--- src/rtl/rv32v_opi_sequencer.sv ---
// OPI vector op sequencer: accepts one decoded op, then walks 0..vl-1 in
// LANES-wide element groups, emitting one masked beat per accept.

module rv32v_opi_lane #(
    parameter int LANE = 0,
    parameter int VLW  = 6
) (
    input  logic [VLW-1:0] base,
    input  logic [VLW-1:0] vl,
    input  logic           v0_bit,
    input  logic           unmasked,
    output logic           en
);
    logic [VLW-1:0] idx;

    assign idx = base + VLW'(LANE);
    assign en  = (idx < vl) && (unmasked || v0_bit);
endmodule

module rv32v_opi_sequencer #(
    parameter int LANES = 4,
    parameter int VLMAX = 32,
    parameter int OPW   = 5,
    parameter int VLW   = $clog2(VLMAX + 1)
) (
    input  logic             CLK,
    input  logic             nRST,
    input  logic             issue_valid,
    output logic             issue_ready,
    input  logic             issue_op_valid,
    input  logic [1:0]       issue_vfu,
    input  logic [OPW-1:0]   issue_valuop,
    input  logic             issue_unsigned,
    input  logic             issue_disable_mask,
    input  logic             issue_vm,
    input  logic [VLW-1:0]   issue_vl,
    input  logic [VLMAX-1:0] issue_v0,
    input  logic             flush,
    output logic             ex_valid,
    input  logic             ex_ready,
    output logic [1:0]       ex_vfu,
    output logic [OPW-1:0]   ex_valuop,
    output logic             ex_unsigned,
    output logic [VLW-1:0]   ex_eidx,
    output logic [LANES-1:0] ex_lane_en,
    output logic             ex_last,
    output logic             done,
    output logic             illegal
);
    typedef enum logic [1:0] {IDLE, BUSY, DONE} state_t;

    state_t state_q, state_d;

    logic [VLW-1:0]   vl_q;
    logic [VLMAX-1:0] v0_q;
    logic             vm_q, dm_q;

    logic             hs;
    logic [VLW-1:0]   vl_clamp;
    logic [VLW-1:0]   src_base, src_vl;
    logic [VLMAX-1:0] src_v0;
    logic             src_unmasked;
    logic [LANES-1:0] v0_win;
    logic [LANES-1:0] en_nxt;
    logic [VLW:0]     end_idx;
    logic             last_nxt;

    assign issue_ready = (state_q == IDLE);
    assign hs          = issue_valid && issue_ready && !flush;
    assign vl_clamp    = (issue_vl > VLW'(VLMAX)) ? VLW'(VLMAX) : issue_vl;

    // Next-beat lane/last values come from the issue port on a handshake and
    // from the captured op while advancing, so ex_* are always registered.
    assign src_base     = (state_q == IDLE) ? '0 : ex_eidx + VLW'(LANES);
    assign src_vl       = (state_q == IDLE) ? vl_clamp : vl_q;
    assign src_v0       = (state_q == IDLE) ? issue_v0 : v0_q;
    assign src_unmasked = (state_q == IDLE) ? (issue_vm || issue_disable_mask)
                                            : (vm_q || dm_q);
    assign v0_win       = LANES'(src_v0 >> src_base);
    assign end_idx      = {1'b0, src_base} + (VLW+1)'(LANES);
    assign last_nxt     = end_idx >= {1'b0, src_vl};

    for (genvar g = 0; g < LANES; g++) begin : g_lane
        rv32v_opi_lane #(.LANE(g), .VLW(VLW)) u_lane (
            .base     (src_base),
            .vl       (src_vl),
            .v0_bit   (v0_win[g]),
            .unmasked (src_unmasked),
            .en       (en_nxt[g])
        );
    end

    always_ff @(posedge CLK or negedge nRST) begin
        if (!nRST) state_q <= IDLE;
        else       state_q <= state_d;
    end

    always_comb begin
        state_d = state_q;
        case (state_q)
            IDLE: if (hs && issue_op_valid) state_d = (issue_vl == '0) ? DONE : BUSY;
            BUSY: begin
                if (flush)                    state_d = IDLE;
                else if (ex_ready && ex_last) state_d = DONE;
            end
            DONE:    state_d = IDLE;
            default: state_d = IDLE;
        endcase
    end

    always_ff @(posedge CLK or negedge nRST) begin
        if (!nRST) begin
            ex_valid    <= 1'b0;
            ex_vfu      <= '0;
            ex_valuop   <= '0;
            ex_unsigned <= 1'b0;
            ex_eidx     <= '0;
            ex_lane_en  <= '0;
            ex_last     <= 1'b0;
            done        <= 1'b0;
            illegal     <= 1'b0;
            vl_q        <= '0;
            v0_q        <= '0;
            vm_q        <= 1'b0;
            dm_q        <= 1'b0;
        end else begin
            done    <= 1'b0;
            illegal <= 1'b0;
            case (state_q)
                IDLE: begin
                    if (hs && !issue_op_valid) begin
                        illegal <= 1'b1;
                    end else if (hs) begin
                        ex_vfu      <= issue_vfu;
                        ex_valuop   <= issue_valuop;
                        ex_unsigned <= issue_unsigned;
                        vl_q        <= vl_clamp;
                        v0_q        <= issue_v0;
                        vm_q        <= issue_vm;
                        dm_q        <= issue_disable_mask;
                        ex_eidx     <= '0;
                        if (issue_vl == '0) begin
                            done <= 1'b1;
                        end else begin
                            ex_valid   <= 1'b1;
                            ex_lane_en <= en_nxt;
                            ex_last    <= last_nxt;
                        end
                    end
                end
                BUSY: begin
                    if (flush) begin
                        ex_valid   <= 1'b0;
                        ex_lane_en <= '0;
                        ex_last    <= 1'b0;
                    end else if (ex_ready && ex_last) begin
                        ex_valid   <= 1'b0;
                        ex_lane_en <= '0;
                        ex_last    <= 1'b0;
                        done       <= 1'b1;
                    end else if (ex_ready) begin
                        ex_eidx    <= src_base;
                        ex_lane_en <= en_nxt;
                        ex_last    <= last_nxt;
                    end
                end
                default: ;
            endcase
        end
    end
endmodule

--- config.mk ---
export PLATFORM = sky130hd
export DESIGN_NAME = rv32v_opi_sequencer
export DESIGN_NICKNAME = d
export VERILOG_FILES = /design/src/rtl/rv32v_opi_sequencer.sv
export SDC_FILE = /design/constraint.sdc
export NUM_CORES = 1
export LEC_CHECK = 0
export CAP_MARGIN = 5
export CORE_ASPECT_RATIO = 1.75
export CORE_MARGIN = 3
export CORE_UTILIZATION = 50
export CTS_BUF_LIST = sky130_fd_sc_hd__clkbuf_2
export CTS_CLUSTER_DIAMETER = 50
export CTS_CLUSTER_SIZE = 10
export DETAILED_ROUTE_END_ITERATION = 8
export PLACE_DENSITY = 0.79
export SYNTH_ARGS = -nofsm -noshare
export SYNTH_HDL_FRONTEND = slang
export SYNTH_SLANG_ARGS = --single-unit
--- constraint.sdc ---
create_clock -name CLK -period 3 [get_ports CLK]
set_input_delay 0.45 -clock CLK [delete_from_list [all_inputs] [get_ports CLK]]
set_output_delay 0.45 -clock CLK [all_outputs]
set_load 0.01 [all_outputs]
==> metrics.txt, run 1 <==
Top-Level Pins 77; clock period minus final worst setup slack 2593 ps; share of async-settable or async-resettable flops after synthesis 1.000; die outline area between 10000 and 15000 sq um; Setup-failing EPs final 0; total routing usage reported by global routing 0.2528; Critical Path Sink Type register; final worst setup slack 407.0 ps; Post-CTS Setup Repair Bufs 0; half-perimeter wire length of the detailed placement result 9.587 mm; leakage dissipation 2.534 nW; signal arrival time at the worst endpoint 3040 ps; number of buffers created by CTS 9; Detailed Routing Iterations Pass 1 5; number of failing hold endpoints at the final stage 0; clock edge transition at the registers on the reported setup and hold paths 220 ps; final cycle utilization of the critical path 0.8643; peak supply drop 0.3296 mV; core area 8727 sq um; detailed-route wire length about 13 mm; Vias 4227; maximum number of pins on one net before global-route repair 65; commonest non-fill, non-tap cell in the layout nand2_1; initial cell density of the core 0.5170; cell area after synthesis about 4500 sq um; flip-flop and latch count after synthesis 64; clock latency at the later pin of the worst-skew pair 530 ps; result of the run complete, no violations; final weighted congestion in routability-driven placement about 0.97; synthesized net count between 600 and 700; total design power 2.744 mW; clk buf depth 2; initial antenna violation count 1; number of hold buffers added after cts 0; global-route wire length before repair 20.54 mm; IO Port Bufs 76; Post-synth EDFFs 0; total DRC errors in the routed layout 0; clock tree from TritonCTS built; RSZ-0062 raised after global routing false; Site Rows between 40 and 50; startpoint-to-endpoint class of the critical path reg2reg; proportion of layout cells with a drive suffix above 1 0.09486; CTS Root Buffer Type clkbuf_2; Synth Flop Type dfrtp_1; count of different cell masters after synthesis 58; die height 131.7 um; worst relative slew slack 0.4522; CP Max Fanout 5; summed negative setup slack over all endpoints 0 ps; synthesis-to-layout area growth 22.99%; Nets 702; via count of the first global-routing pass about 4300; Worst Hold Class in2async; number of sinks driven by the clock tree 64; count of yosys warnings during synthesis 0; die boundary width ~78 um; most frequent cells in the layout 173 x nand2_1, 75 x clkdlybuf4s50_1, 64 x dfrtp_1, 33 x mux2i_1, 31 x ha_1; measured slew at the worst slew-check pin 821.6 ps; data required time of the critical path between 3000 and 4000 ps; number of filler cells placed in the layout 786; startpoint class of the critical path register; Gates resized, CTS repair 0; number of violations of the max-capacitance limit 0; gate count after technology mapping 537; post-detailed-route count of antenna-violating nets 0; H-tree levels 3; Clock Skews around 35 ps; power density of the placed cells 494.4 nW/um^2; average instance area after synthesis 8.402 sq um; sequential-to-total area share from yosys stat 0.3550; final routed wire length divided by cell count 17.05 um; via-per-instance ratio 5.712; total count of max-transition violations in the final report 0; total grt overflow 0; highest clock frequency the design can meet 385.6 MHz; pre-CTS setup slack 67.12 ps; number of violations reported at the end of detailed-routing iteration 0 269
## worst paths after layout
kind | from | to | slack (ps) | cells past startpoint
max in group asynchronous | nRST | v0_q[14] | 2380 | 2
worst min-delay path | nRST | ex_last | 60 | 2
worst min register to register | ex_vfu[0] | ex_vfu[0] | 510 | 2
worst max register to register | state_q[1] | ex_lane_en[3] | 410 | 11
worst max-delay path | state_q[1] | ex_lane_en[3] | 410 | 11
min in group CLK | issue_v0[5] | v0_q[5] | 420 | 3
## cell usage after synthesis (all sizes together) (2+ instances only)
cell type,number,area (sq um)
a222oi,2,20.02
a21oi,16,80.08
a32oi,5,43.79
clkbuf,10,37.54
a2111oi,2,17.52
a41oi,2,17.52
xor2,6,52.55
buf,17,103.9
nand2b,8,50.05
xnor2,10,87.58
nand2,173,649.4
nand3,3,15.01
o21bai,2,15.01
ha,31,387.9
o22ai,2,12.51
inv,15,56.30
mux2,8,90.09
o21a,5,37.54
o211ai,8,60.06
a211oi,2,15.01
dfrtp,64,1602
a31o,2,17.52
nor2,27,103.9
or2,3,18.77
mux4,5,112.6
nor2b,6,37.54
and2,4,25.03
a221o,2,20.02
o21ai,31,158.9
nor3,7,35.03
mux2i,33,330.3
a22o,2,17.52
a31oi,5,31.28
or3,3,18.77
## kinds of logic (layout without fill, tap and decap cells)
logic type / count (synthesis) / count (layout) / share of synthesized area
compound gates: 97 / 97 / 0.1425
xor+xnor: 16 / 16 / 0.03106
fa+ha+maj: 32 / 32 / 0.08819
buf+inv: 42 / 127 / 0.04382
flops: 64 / 64 / 0.3550
mux: 46 / 46 / 0.1181
other cells: 0 / 1 / 0
simple gates: 240 / 240 / 0.2213
## per-layer routing
metal,share of wire,track usage,vias up
li1,-,-,2018
met1,0.37,0.2740,1998
met2,0.53,0.4480,162
met3,0.047,0.04458,49
met4,0.053,0.1485,0
met5,0,0,-
## critical path, cell delays in order, from the launching register on
cell and delay [ps]:
dfrtp_1 420, or2_1 290, nand2_1 190, inv_1 110, ha_1 270, a21oi_1 250
nor2_1 90, xor2_1 150, ha_1 300, o21ai_0 80, a21oi_1 70, o41ai_1 310
## cell type report
cell class / count / area, sq um / area share
Antenna cell: 1 / 2.502 / 0.0004510
Clock buffer: 9 / 45.04 / 0.008117
Clock inverter: 7 / 71.32 / 0.01285
Inverter: 15 / 56.30 / 0.01015
Multi-Input combinational cell: 431 / 2720 / 0.4902
Sequential cell: 64 / 1602 / 0.2886
Tap cell: 117 / 146.4 / 0.02638
Timing Repair Buffer: 96 / 905.9 / 0.1632
## sequential cells by signal, indices dropped and copies added, names as in the netlist, 2 cells and up
register / cells
ex_eidx: 6
ex_lane_en: 4
ex_valuop: 5
ex_vfu: 2
state_q: 2
v0_q: 32
vl_q: 6
## where the power goes
| group | internal (mW) | total, mW | switching, mW |
|---|---|---|---|
| logic | 0.495 | 1.04 | 0.545 |
| registers | 1.03 | 1.16 | 0.131 |
| clock network | 0.191 | 0.545 | 0.354 |
| total | 1.71 | 2.74 | 1.03 |
## metrics by stage
step	instances	area (sq um)	utilization	hold WS (ps)
after floorplan	537	4512	-	154.4
after global placement	723	5430	0.6222	460.3
after detailed placement	723	5430	0.6222	466.6
after CTS	739	5547	0.6356	90.55
after global routing	740	5549	0.6358	77.53
final	740	5549	0.6358	55.47
Note: power is estimated with default switching activity, not from simulation.
==> run 2: changes to the inputs <==
--- a/config.mk
+++ b/config.mk
@@ -5,13 +5,14 @@
 export SDC_FILE = /design/constraint.sdc
 export NUM_CORES = 1
 export LEC_CHECK = 0
+export ABC_CLOCK_PERIOD_IN_PS = 3000
 export CAP_MARGIN = 5
 export CORE_ASPECT_RATIO = 1.75
 export CORE_MARGIN = 3
 export CORE_UTILIZATION = 50
 export CTS_BUF_LIST = sky130_fd_sc_hd__clkbuf_2
 export CTS_CLUSTER_DIAMETER = 50
-export CTS_CLUSTER_SIZE = 10
+export CTS_CLUSTER_SIZE = 16
 export DETAILED_ROUTE_END_ITERATION = 8
 export PLACE_DENSITY = 0.79
 export SYNTH_ARGS = -nofsm -noshare
==> results of run 2 <==
The final DEF is identical to that of run 1; final timing and power are the same.
